## src/rtl/alien_hit_detector.sv

```systemverilog
// alien_hit_detector
//
// Resolves a player bullet against the alien formation. A check strobe
// that arrives while a bullet is in flight latches the bullet position.
// The block then evaluates one alien per cycle. It starts with the bottom
// row and moves left to right within each row. The first alive alien whose
// hitbox overlaps the bullet is reported as a kill over a valid/ready
// handshake. At most one kill is reported per scan.
//
// Ports:
//   clk, rst              clock; asynchronous active-high reset
//   check_strobe          one-cycle request to run a scan
//   bullet_valid          a player bullet is in flight
//   bullet_x, bullet_y    bullet top-left position (10 bit)
//   alive_matrix          alien alive flags, sampled live while scanning
//   alien_positions_x/y   alien top-left positions (16 bit each)
//   kill_valid/kill_ready kill report handshake
//   kill_row, kill_col    coordinates of the hit alien
//   score_add             points for the hit: 10*(NUM_ROWS-kill_row)
//   busy                  high while scanning or reporting
//   scan_done             one-cycle pulse on return to idle
//   scan_hit              qualifies scan_done: the scan ended in an accepted kill
module alien_hit_detector #(
  parameter int NUM_ROWS = 3,
  parameter int NUM_COLS = 5,
  parameter int ALIEN_W  = 16,
  parameter int ALIEN_H  = 16,
  parameter int BULLET_W = 2,
  parameter int BULLET_H = 8,
  localparam int ROW_W   = (NUM_ROWS > 1) ? $clog2(NUM_ROWS) : 1,
  localparam int COL_W   = (NUM_COLS > 1) ? $clog2(NUM_COLS) : 1
) (
  input  logic                             clk,
  input  logic                             rst,
  input  logic                             check_strobe,
  input  logic                             bullet_valid,
  input  logic [9:0]                       bullet_x,
  input  logic [9:0]                       bullet_y,
  input  logic [NUM_ROWS-1:0][NUM_COLS-1:0] alive_matrix,
  input  logic [15:0]                      alien_positions_x [NUM_ROWS-1:0][NUM_COLS-1:0],
  input  logic [15:0]                      alien_positions_y [NUM_ROWS-1:0][NUM_COLS-1:0],
  output logic                             kill_valid,
  input  logic                             kill_ready,
  output logic [ROW_W-1:0]                 kill_row,
  output logic [COL_W-1:0]                 kill_col,
  output logic [7:0]                       score_add,
  output logic                             busy,
  output logic                             scan_done,
  output logic                             scan_hit
);

  typedef enum logic [1:0] {
    IDLE,
    SCAN,
    REPORT
  } state_t;

  state_t           state;
  logic [9:0]       bx_q;
  logic [9:0]       by_q;
  logic [ROW_W-1:0] row;
  logic [COL_W-1:0] col;

  // All comparisons are done in 17 bits. This means that an alien near
  // the top of the 16-bit range cannot wrap its far edge back to zero.
  logic [16:0] ax, ay, bx, by;
  logic        overlap;
  logic        hit;
  logic        last_col;
  logic        last_idx;

  // NOTE: each signal gets a value on every path through always_comb.
  // This prevents the tool from inferring a latch to hold the old value.
  always_comb begin
    ax       = {1'b0, alien_positions_x[row][col]};
    ay       = {1'b0, alien_positions_y[row][col]};
    bx       = {7'd0, bx_q};
    by       = {7'd0, by_q};
    overlap  = (bx <= ax + 17'(ALIEN_W - 1))  && (ax <= bx + 17'(BULLET_W - 1)) &&
               (by <= ay + 17'(ALIEN_H - 1))  && (ay <= by + 17'(BULLET_H - 1));
    hit      = alive_matrix[row][col] && overlap;
    last_col = (col == COL_W'(NUM_COLS - 1));
    last_idx = last_col && (row == '0);
  end

  // NOTE: all state updates use non-blocking assignment. Every register
  // therefore sees the pre-edge values of its neighbours, in any order.
  always_ff @(posedge clk or posedge rst) begin
    if (rst) begin
      state      <= IDLE;
      bx_q       <= '0;
      by_q       <= '0;
      row        <= '0;
      col        <= '0;
      kill_valid <= 1'b0;
      kill_row   <= '0;
      kill_col   <= '0;
      score_add  <= '0;
      busy       <= 1'b0;
      scan_done  <= 1'b0;
      scan_hit   <= 1'b0;
    end else begin
      // scan_done/scan_hit are single-cycle pulses. They are re-raised
      // only on the transition back to IDLE.
      scan_done <= 1'b0;
      scan_hit  <= 1'b0;

      unique case (state)
        IDLE: begin
          if (check_strobe && bullet_valid) begin
            bx_q  <= bullet_x;
            by_q  <= bullet_y;
            row   <= ROW_W'(NUM_ROWS - 1);
            col   <= '0;
            busy  <= 1'b1;
            state <= SCAN;
          end
        end

        SCAN: begin
          if (hit) begin
            kill_row   <= row;
            kill_col   <= col;
            score_add  <= 8'(10 * (NUM_ROWS - int'(row)));
            kill_valid <= 1'b1;
            state      <= REPORT;
          end else if (last_idx) begin
            busy      <= 1'b0;
            scan_done <= 1'b1;
            state     <= IDLE;
          end else if (last_col) begin
            col <= '0;
            row <= row - 1'b1;
          end else begin
            col <= col + 1'b1;
          end
        end

        REPORT: begin
          // The kill fields are held untouched until the consumer accepts.
          if (kill_ready) begin
            kill_valid <= 1'b0;
            busy       <= 1'b0;
            scan_done  <= 1'b1;
            scan_hit   <= 1'b1;
            state      <= IDLE;
          end
        end

        default: state <= IDLE;
      endcase
    end
  end

endmodule

```

## config.mk

```make
export PLATFORM = sky130hd
export DESIGN_NAME = alien_hit_detector
export DESIGN_NICKNAME = d
export VERILOG_FILES = /design/src/rtl/alien_hit_detector.sv
export SDC_FILE = /design/constraint.sdc
export NUM_CORES = 1
export LEC_CHECK = 0
export BUFFER_PORTS_ARGS = -buffer_cell sky130_fd_sc_hd__buf_2
export CELL_PAD_IN_SITES_DETAIL_PLACEMENT = 0
export CELL_PAD_IN_SITES_GLOBAL_PLACEMENT = 1
export CORE_AREA = 2 2 209 211
export CTS_CLUSTER_DIAMETER = 60
export CTS_CLUSTER_SIZE = 12
export DETAILED_ROUTE_END_ITERATION = 10
export DIE_AREA = 0 0 211 213
export PLACE_DENSITY = 0.66
export SLEW_MARGIN = 25
export SYNTH_ARGS = -nofsm -noshare
export SYNTH_HDL_FRONTEND = slang
export SYNTH_SLANG_ARGS = --single-unit
```

## constraint.sdc

```tcl
create_clock -name clk -period 13.3 [get_ports clk]
set_input_delay 1.33 -clock clk [delete_from_list [all_inputs] [get_ports clk]]
set_output_delay 1.33 -clock clk [all_outputs]
set_load 0.1 [all_outputs]
```

### Word-level counts from Yosys, hierarchy flattened

Cells that the tools add are included.

* $add $sub $neg: 7
* multiply operators: 1
* order comparisons: 6
* equality and inequality tests: 11
* mux-type cells: 39
* reduce and logical (&&, ||, !) cells: 18

Operators by type and width (number)
* $bmux W80 S2: 2
* $mux W80: 2
* $bmux W16 S3: 2
* $add A16 B4 Y17 const B: 2
* $le A10 B17 Y1: 2
* $le A16 B11 Y1: 2
* $mux W16: 2
* $mux W2: 8
* $ne A2 B2 Y1 const B: 7
* $mux W3: 4
* $add A10 B1 Y11 const B: 1
* $add A10 B3 Y11 const B: 1
* $bmux W5 S2: 1
* $mux W1: 10
* $reduce_and A5 Y1: 2
* $mul A4 B3 Y7 const A: 1
* $logic_and A1 B1 Y1: 6
* $pmux W2 S3: 1
* $pmux W3 S2: 1
* $reduce_and A3 Y1: 2
* $mux W5: 1
* $logic_not A2 Y1: 2
* $lt A3 B4 Y1 const B: 1
* $pmux W1 S2: 2
* other kinds (15): 17

* register bits: 43
* bits of input ports: 520
* output and inout bits: 17
* logic and storage cells: 94

### Depth between registers and ports, before layout

Gate-level depths: netlist (run 1).

* word-level depth: 12
* gate-level depth with buffers: 28
* mapped depth without buffers: 22

### Worst setup path after synthesis (run 1)

Ideal clock, no wire load.

* kind: input to register
* start point: input port alien_positions_y[209] in the netlist's numbering
* end point: register kill_col[2]
* library setup time: 0.125 ns
* data arrival time: 5.774 ns
* data required time: 13.175 ns
* setup slack: 7.400 ns
* stages: 22
* buffers on the path: 1
* cell sequence: mux4_2 mux2_2 o22ai_1 o21ai_0 inv_1 ha_1 inv_1 or3_1 and3_1 nand3_1 xor2_1 ha_1 a2111oi_0 a21oi_1 o21ai_0 a31oi_1 nor3b_1 and3_1 or4_4 or2_1 buf_6 mux2_4

* longest elaborated chain between the ends: 10
* elaborated cells on any way between the ends: 11
* those cells by class: add/sub (1); order compare (2); mux (4); reduce/logical (4)

RTL lines
* start: declaration: RTL line 41 `input logic [15:0] alien_positions_y [NUM_ROWS-1:0][NUM_COLS-1:0],`
* $bmux W80 S2 (*): RTL line 76 `ay = {1'b0, alien_positions_y[row][col]};`
* $mux W80 (not written as such) (*): RTL line 76
* $bmux W16 S3 (*): RTL line 76
* $mux W16 (not written as such) (*): RTL line 76
* $add A16 B4 Y17: RTL line 80 `(by <= ay + 17'(ALIEN_H - 1)) && (ay <= by + 17'(BULLET_H - 1));`
* $le A10 B17 Y1: RTL line 80
* $logic_and A1 B1 Y1: RTL line 79 `overlap = (bx <= ax + 17'(ALIEN_W - 1)) && (ax <= bx + 17'(BULLET_W - 1)) &&`
* $logic_and A1 B1 Y1 (*): RTL line 80
* $logic_and A1 B1 Y1 (*): RTL line 81 `hit = alive_matrix[row][col] && overlap;`
* $reduce_and A2 Y1 (no source line) (*)
* end signal: assignment: RTL line 123 `kill_col <= col;`
* end: declaration: RTL line 45 `output logic [COL_W-1:0] kill_col,`

Mark *: on every way between the ends. The rest lies on a longest branch, timed or not. The select of a mux whose other input is x is not followed.
A chain may end at the register's enable or synchronous reset.

### Final worst setup path (run 1)

* start point: register row[1]
* end point: register kill_col[2]

* longest elaborated chain between the ends: 11
* elaborated cells on any way between the ends: 23
* those cells by class: add/sub (2); order compare (4); mux (12); reduce/logical (5)

RTL lines
* start: declaration: RTL line 61 `logic [ROW_W-1:0] row;`
* start signal: assignment: RTL line 113 `row <= ROW_W'(NUM_ROWS - 1);`
* start signal: assignment: RTL line 133 `row <= row - 1'b1;`
* $bmux W80 S2: RTL line 75 `ax = {1'b0, alien_positions_x[row][col]};`
* $mux W80 (not written as such): RTL line 75
* $bmux W16 S3: RTL line 75
* $mux W16 (not written as such): RTL line 75
* $add A16 B4 Y17: RTL line 79
* $le A10 B17 Y1: RTL line 79
* $logic_and A1 B1 Y1 (2 in a row): RTL line 79
* $logic_and A1 B1 Y1: RTL line 80
* $logic_and A1 B1 Y1 (*): RTL line 81
* $reduce_and A2 Y1 (no source line) (*)

Marks and branches as above.

==> impl_metrics.ini, run 1 <==
[status]
status = completed

[cts]
cts_root_buf = clkbuf_16
clock_path_buffers = 2
post-cts-setup-buffers = 0
cts_hold_buffers = 0
cts.sinks = 38
cts.htree.levels = 2
cts.repair.resized = 0
cts_inserted_buffers = 5
cts_tree = done
clkTransAtPathRegs_ps = 70
clk_latency_ps = 290

[setup_path]
rrSetupSlack_ps = 6040
crit-reg2reg-capture = kill_col[2]
reg2reg_from = row[1]
r2r_cells = 23
path_max_fanout = 47
cpPeakStageDelay_ps = 670
cpMaxStageDelayCell = a2111oi_0
worstPathArrival_ps = 7440
cp_cell_sequence = buf_4, buf_4, mux4_2, mux2_2, o22ai_1, o21ai_0, inv_1, ha_1, inv_1, or3_1, and3_1, nand3_1, xor2_1, ha_1, a2111oi_0, a21oi_1, o21ai_0, a31oi_1, nor3b_1, and3_1, or4_4, or2_1, mux2_4
crit_family = simple AND/OR/NAND/NOR gates
criticalPathCategory = flip-flop to flip-flop
critPathCaptureType = flip-flop
critPathRequiredTime_ps = 13480
cp.buffers_inverters = 4
start_kind = flip-flop

[synthesis]
syn_avg_cell_area_um2 = 9.13
syn-cell-area_mm2 = 0.00747
synthCells = 818
yosysSeqAreaShare_pct = 12.7
ys_top_cells_by_area = mux4_2 (19%), dfrtp_1 (13%), ha_1 (8.4%)
async_reset_ff_share_pct = 100
synth.largest_area_cell = mux4_2
synth_edf_count = 0
synth_flop_cell = dfrtp_1
ys_ff_latch = 38
synth_cell_types = 76
netlist.area_leader.share_pct = 19.0
yosys_warnings = 0

[sta]
tightest_slew_ps = 950
clock_skew_ps = 7.53
final-max-slew-violation-count = 0
fin_crit_ps = 7260
slew_headroom_pct = 36.4
tns_ps = 0
finalSetupViolations = 0
rsz0062_at_grt = no
hold_viol = 0
fin_crit_sh_pct = 54.6
max_clock_freq_mhz = 138

[floorplanning]
core_area_mm2 = 0.0427
die_area_mm2 = 0.0449
start_util_pct = 17.5
die_width_um = 211
ioPinCount = 537
num_rows = 76
fp.dieH_um = 213

[grt]
grt_pass1_vias = 9079
grt_pass1_wl_um = 62500
grt_max_degree = 48
gr-total-overflow = 0
grt.total_usage_pct = 19.2
antenna_found_initial = 26

[final_layout]
area_growth_pct = 42.8
fillCellCount = 4737
drive_above_1_share_pct = 51.0
fin_nets = 1877
layout_common_cells = buf_2 (532), mux4_2 (63), mux2i_1 (62)
final_common_cell = buf_2

[routing]
via_per_inst = 4.87
wire_per_inst_um = 24.1
drc = 0
ant_nets = 0
drt-initial-drc-count = 581
firstDrtPassIters = 5
wirelength_um = 45000
routed-via-count = 9075

[power_and_ir_drop]
vdd_drop_max_v = 0.0000950
fin_total_pwr_mw = 2.38
p_leak_nw = 4.96
cellPowerDensity_mw_per_mm2 = 223

[min_path]
holdPathStages = 2
hp-class = flip-flop to flip-flop
whs_endpoint = kill_col[0]
hp-start = kill_col[0]

[place]
gp_congestion = 0.900
io_buffers = 532
hpwl_um = 39200

[job]
maxCapViolations = 0
-- synth_stat cells, types with 15 or more instances --
master / number
a21oi_1: 42
nand3_1: 19
mux2_2: 37
nand2_1: 52
a22oi_1: 16
o21ai_0: 39
nor2_1: 54
nor3_1: 21
dfrtp_1: 38
inv_1: 25
xnor2_1: 15
mux4_2: 63
buf_2: 22
xor2_1: 16
nor2b_1: 15
buf_4: 16
mux2i_1: 62
ha_1: 50
-- metal layers --
metal  track usage (%)  wire [µm]
met1              24.2      18800
met5                 0        140
met3              4.38       2970
met2              32.5      21900
met4              6.07       1190
-- logic make-up (layout without fill, tap and decap cells) --
family | after synthesis | after routing | share of synthesized area (%)
other cells | 1 | 12 | 0.0502
xor+xnor | 31 | 31 | 3.64
buf+inv | 91 | 578 | 7.17
compound gates | 208 | 208 | 18.7
fa+ha+maj | 50 | 50 | 8.38
mux | 163 | 163 | 33.1
simple gates | 236 | 236 | 16.2
flops | 38 | 38 | 12.7
-- flip-flops by register name (all words and copies together) (netlist names) --
| name | flops |
|---|---|
| bx_q | 10 |
| by_q | 10 |
| col | 3 |
| kill_col | 3 |
| kill_valid | 1 |
| busy | 1 |
| score_add | 2 |
| scan_hit | 1 |
| state | 2 |
| scan_done | 1 |
| kill_row | 2 |
| row | 2 |
-- final cells by class --
cell class	count	area, µm²	share of cell area (%)
clock inverter	3	21.3	0.199
sequential	38	963	9.03
antenna	8	20.0	0.188
timing repair buffer	544	2750	25.8
inverter	26	97.6	0.915
clock buffer	5	125	1.17
tap	546	683	6.41
multi-input combinational	692	6000	56.3
-- tightest hold or removal path: cells and delay by family, from the launching register on --
kind	cells	cell delay [ps]
flops	1	350
compound gates	2	150
-- stage by stage --
stage | worst slack (ps) | cell area [µm²] | std cells | util (%) | hold slack, ps
floorplan | 7400 | 7480 | 821 | - | 495
global placement | 6190 | 10500 | 1846 | 24.6 | 497
detailed placement | 6000 | 10500 | 1846 | 24.6 | 505
CTS | 5990 | 10600 | 1854 | 24.9 | 521
global route | 5560 | 10700 | 1862 | 25.0 | 542
finish | 6040 | 10700 | 1862 | 25.0 | 528
-- worst max path at each step --
stage | startpoint | end | slack (ps) | cells after the start
6_report | row[1] | kill_col[2] | 6040 | 23
5_1_grt | row[1] | kill_col[2] | 5560 | 23
4_1_cts | row[1] | kill_col[2] | 5990 | 23
3_5_place_dp | row[1] | kill_col[2] | 6000 | 23
3_3_place_gp | row[1] | kill_col[2] | 6190 | 23
2_1_floorplan | alien_positions_y[209] | kill_col[2] | 7400 | 22
-- where the power goes --
group / internal, mW / leakage [nW] / switching, mW
combinational: 0.823 / 4.42 / 1.13
sequential: 0.166 / 0.465 / 0.135
clock: 0.0695 / 0.0698 / 0.0512
(Power assumes the default switching activity.)
==> run 2: changes to the inputs <==
Settings changed: CORE_AREA 2 2 209 211 to 2 2 206 208, DIE_AREA 0 0 211 213 to 0 0 208 210, PLACE_DENSITY 0.66 to 0.7.
Clock period 13.3 ns to 6.45 ns, I/O delays scaled along.
==> impl_metrics.ini, run 2 (synthesis gave the netlist of run 1 again) <==
[status]
status = completed

[routing]
routed-via-count = 9159
wire_per_inst_um = 25.1
wirelength_um = 47400
drt-initial-drc-count = 491
via_per_inst = 4.85
drc = 0
ant_nets = 0
firstDrtPassIters = 5

[final_layout]
area_growth_pct = 46.1
fillCellCount = 4607
layout_common_cells = buf_2 (532), mux4_2 (63), mux2i_1 (62)
fin_area_mm2 = 0.0109
final_common_cell = buf_2
drive_above_1_share_pct = 51.7
fin_nets = 1898
top_regs = bx_q x10, by_q x10

[setup_path]
reg2reg_from = row[1]
crit-reg2reg-capture = kill_col[2]
start_kind = flip-flop
path_max_fanout = 22
criticalPathCategory = flip-flop to flip-flop
worstPathArrival_ps = 6220
critPathRequiredTime_ps = 6610
worstSetupStartpoint = row[1]
r2r_cells = 21
critPathCaptureType = flip-flop
rrSetupSlack_ps = 400

[sta]
fin_crit_sh_pct = 93.8
hold_viol = 0
finalSetupViolations = 0
rsz0062_at_grt = no
fin_ws_ps = 399
tns_ps = 0
max_clock_freq_mhz = 165
clock_skew_ps = 10.6
final-max-slew-violation-count = 0
fin_crit_ps = 6050
slew_headroom_pct = 50.5
tightest_slew_ps = 723

[cts]
cts_hold_buffers = 0
cts_root_buf = clkbuf_16
clkTransAtPathRegs_ps = 60
cts.sinks = 38
clk_latency_ps = 280
cts.repair.resized = 0
clock_path_buffers = 2
cts.htree.levels = 2
post-cts-setup-buffers = 0
cts_inserted_buffers = 5
cts_tree = done

[place]
placed_area_mm2 = 0.0107
hpwl_um = 42300
io_buffers = 532
gp_congestion = 0.942
dpl_worst_slack_ps = 345

[grt]
antenna_found_initial = 38
gr-total-overflow = 0
met3_usage_pct = 6.62
grt_use_met1_pct = 27.3
grt_pass1_wl_um = 66200
grt_max_degree = 41
grt_use_met2_pct = 33.4
grt_pass1_vias = 9629
grt.total_usage_pct = 20.9
busiest_layer = met2

[power_and_ir_drop]
cellPowerDensity_mw_per_mm2 = 465
fin_total_pwr_mw = 5.08
p_leak_nw = 5.09
vdd_drop_max_v = 0.000179

[job]
maxCapViolations = 0

[min_path]
hp-class = input pin to asynchronous set/reset pin

[floorplanning]
start_util_pct = 18.0
die_width_um = 208
ioPinCount = 537
num_rows = 75
core_area_mm2 = 0.0415
fp.dieH_um = 210
die_area_mm2 = 0.0437
-- run 2: cell types whose count changed in the layout (fill, tap and decap cells not counted) --
cell        delta
buf_6          +1
nand3_2        -1
buf_12         +1
clkinv_2       -1
clkinv_4       -1
a2111oi_1      +1
buf_4         +19
clkinvlp_4     -1
nand3_1        +1
clkbuf_8       +1
bufinv_16      +2
a2111oi_0      -1
diode_2       +14
-- run 2: worst max-delay path by stage --
stage / endpoint / slack, ps / cells past startpoint
floorplan: kill_col[2] / 1200 / 24
global placement: kill_col[2] / 400 / 18
detailed placement: kill_col[2] / 340 / 18
CTS: kill_col[2] / 320 / 18
global route: kill_col[2] / 90 / 21
finish: kill_col[2] / 400 / 21
-- run 2: stage by stage --
stage	utilization [%]	std cells	hold WS [ps]
2_1_floorplan	-	821	495
3_3_place_gp	25.7	1860	509
3_5_place_dp	25.7	1860	512
4_1_cts	26.2	1868	518
5_1_grt	26.2	1876	547
6_report	26.3	1890	496
-- run 2: power breakdown --
group	switching, mW	internal, mW	leakage [nW]
registers	0.226	0.344	0.465
logic	2.41	1.77	4.53
clock network	0.0958	0.232	0.0972
total	2.73	2.35	5.09
-- run 2: layout make-up --
class / instances / area, µm² / area share (%)
multi-input cells: 692 / 6000 / 55.0
repair buffers: 565 / 2930 / 26.8
flip-flops and latches: 38 / 963 / 8.83
well taps: 539 / 674 / 6.18
clock buffers: 6 / 139 / 1.27
inverters: 26 / 97.6 / 0.894
clock inverters: 2 / 60.1 / 0.550
diodes: 22 / 55.1 / 0.504
-- run 2: critical path: stages, from the launching register on --
cell and delay, ps:
dfrtp_4 730, mux4_2 560, mux2_2 360, o22ai_1 160, o21ai_0 190, inv_1 100, ha_1 180, inv_1 40
or3_1 420, and3_1 240, nand3_1 90, xor2_1 160, ha_1 270, a2111oi_1 530, a21oi_1 110, o21ai_0 90
a31oi_1 80, nor3b_1 170, and3_1 190, or4_4 550, or2_1 370, mux2_4 330
-- run 2: metal layers --
layer	wire (µm)	part of all wire, %	vias up
met4	1130	2.4	14
met1	20400	43	4453
met5	92	0.19	-
li1	-	-	4245
met3	4350	9.2	62
met2	21400	45	385
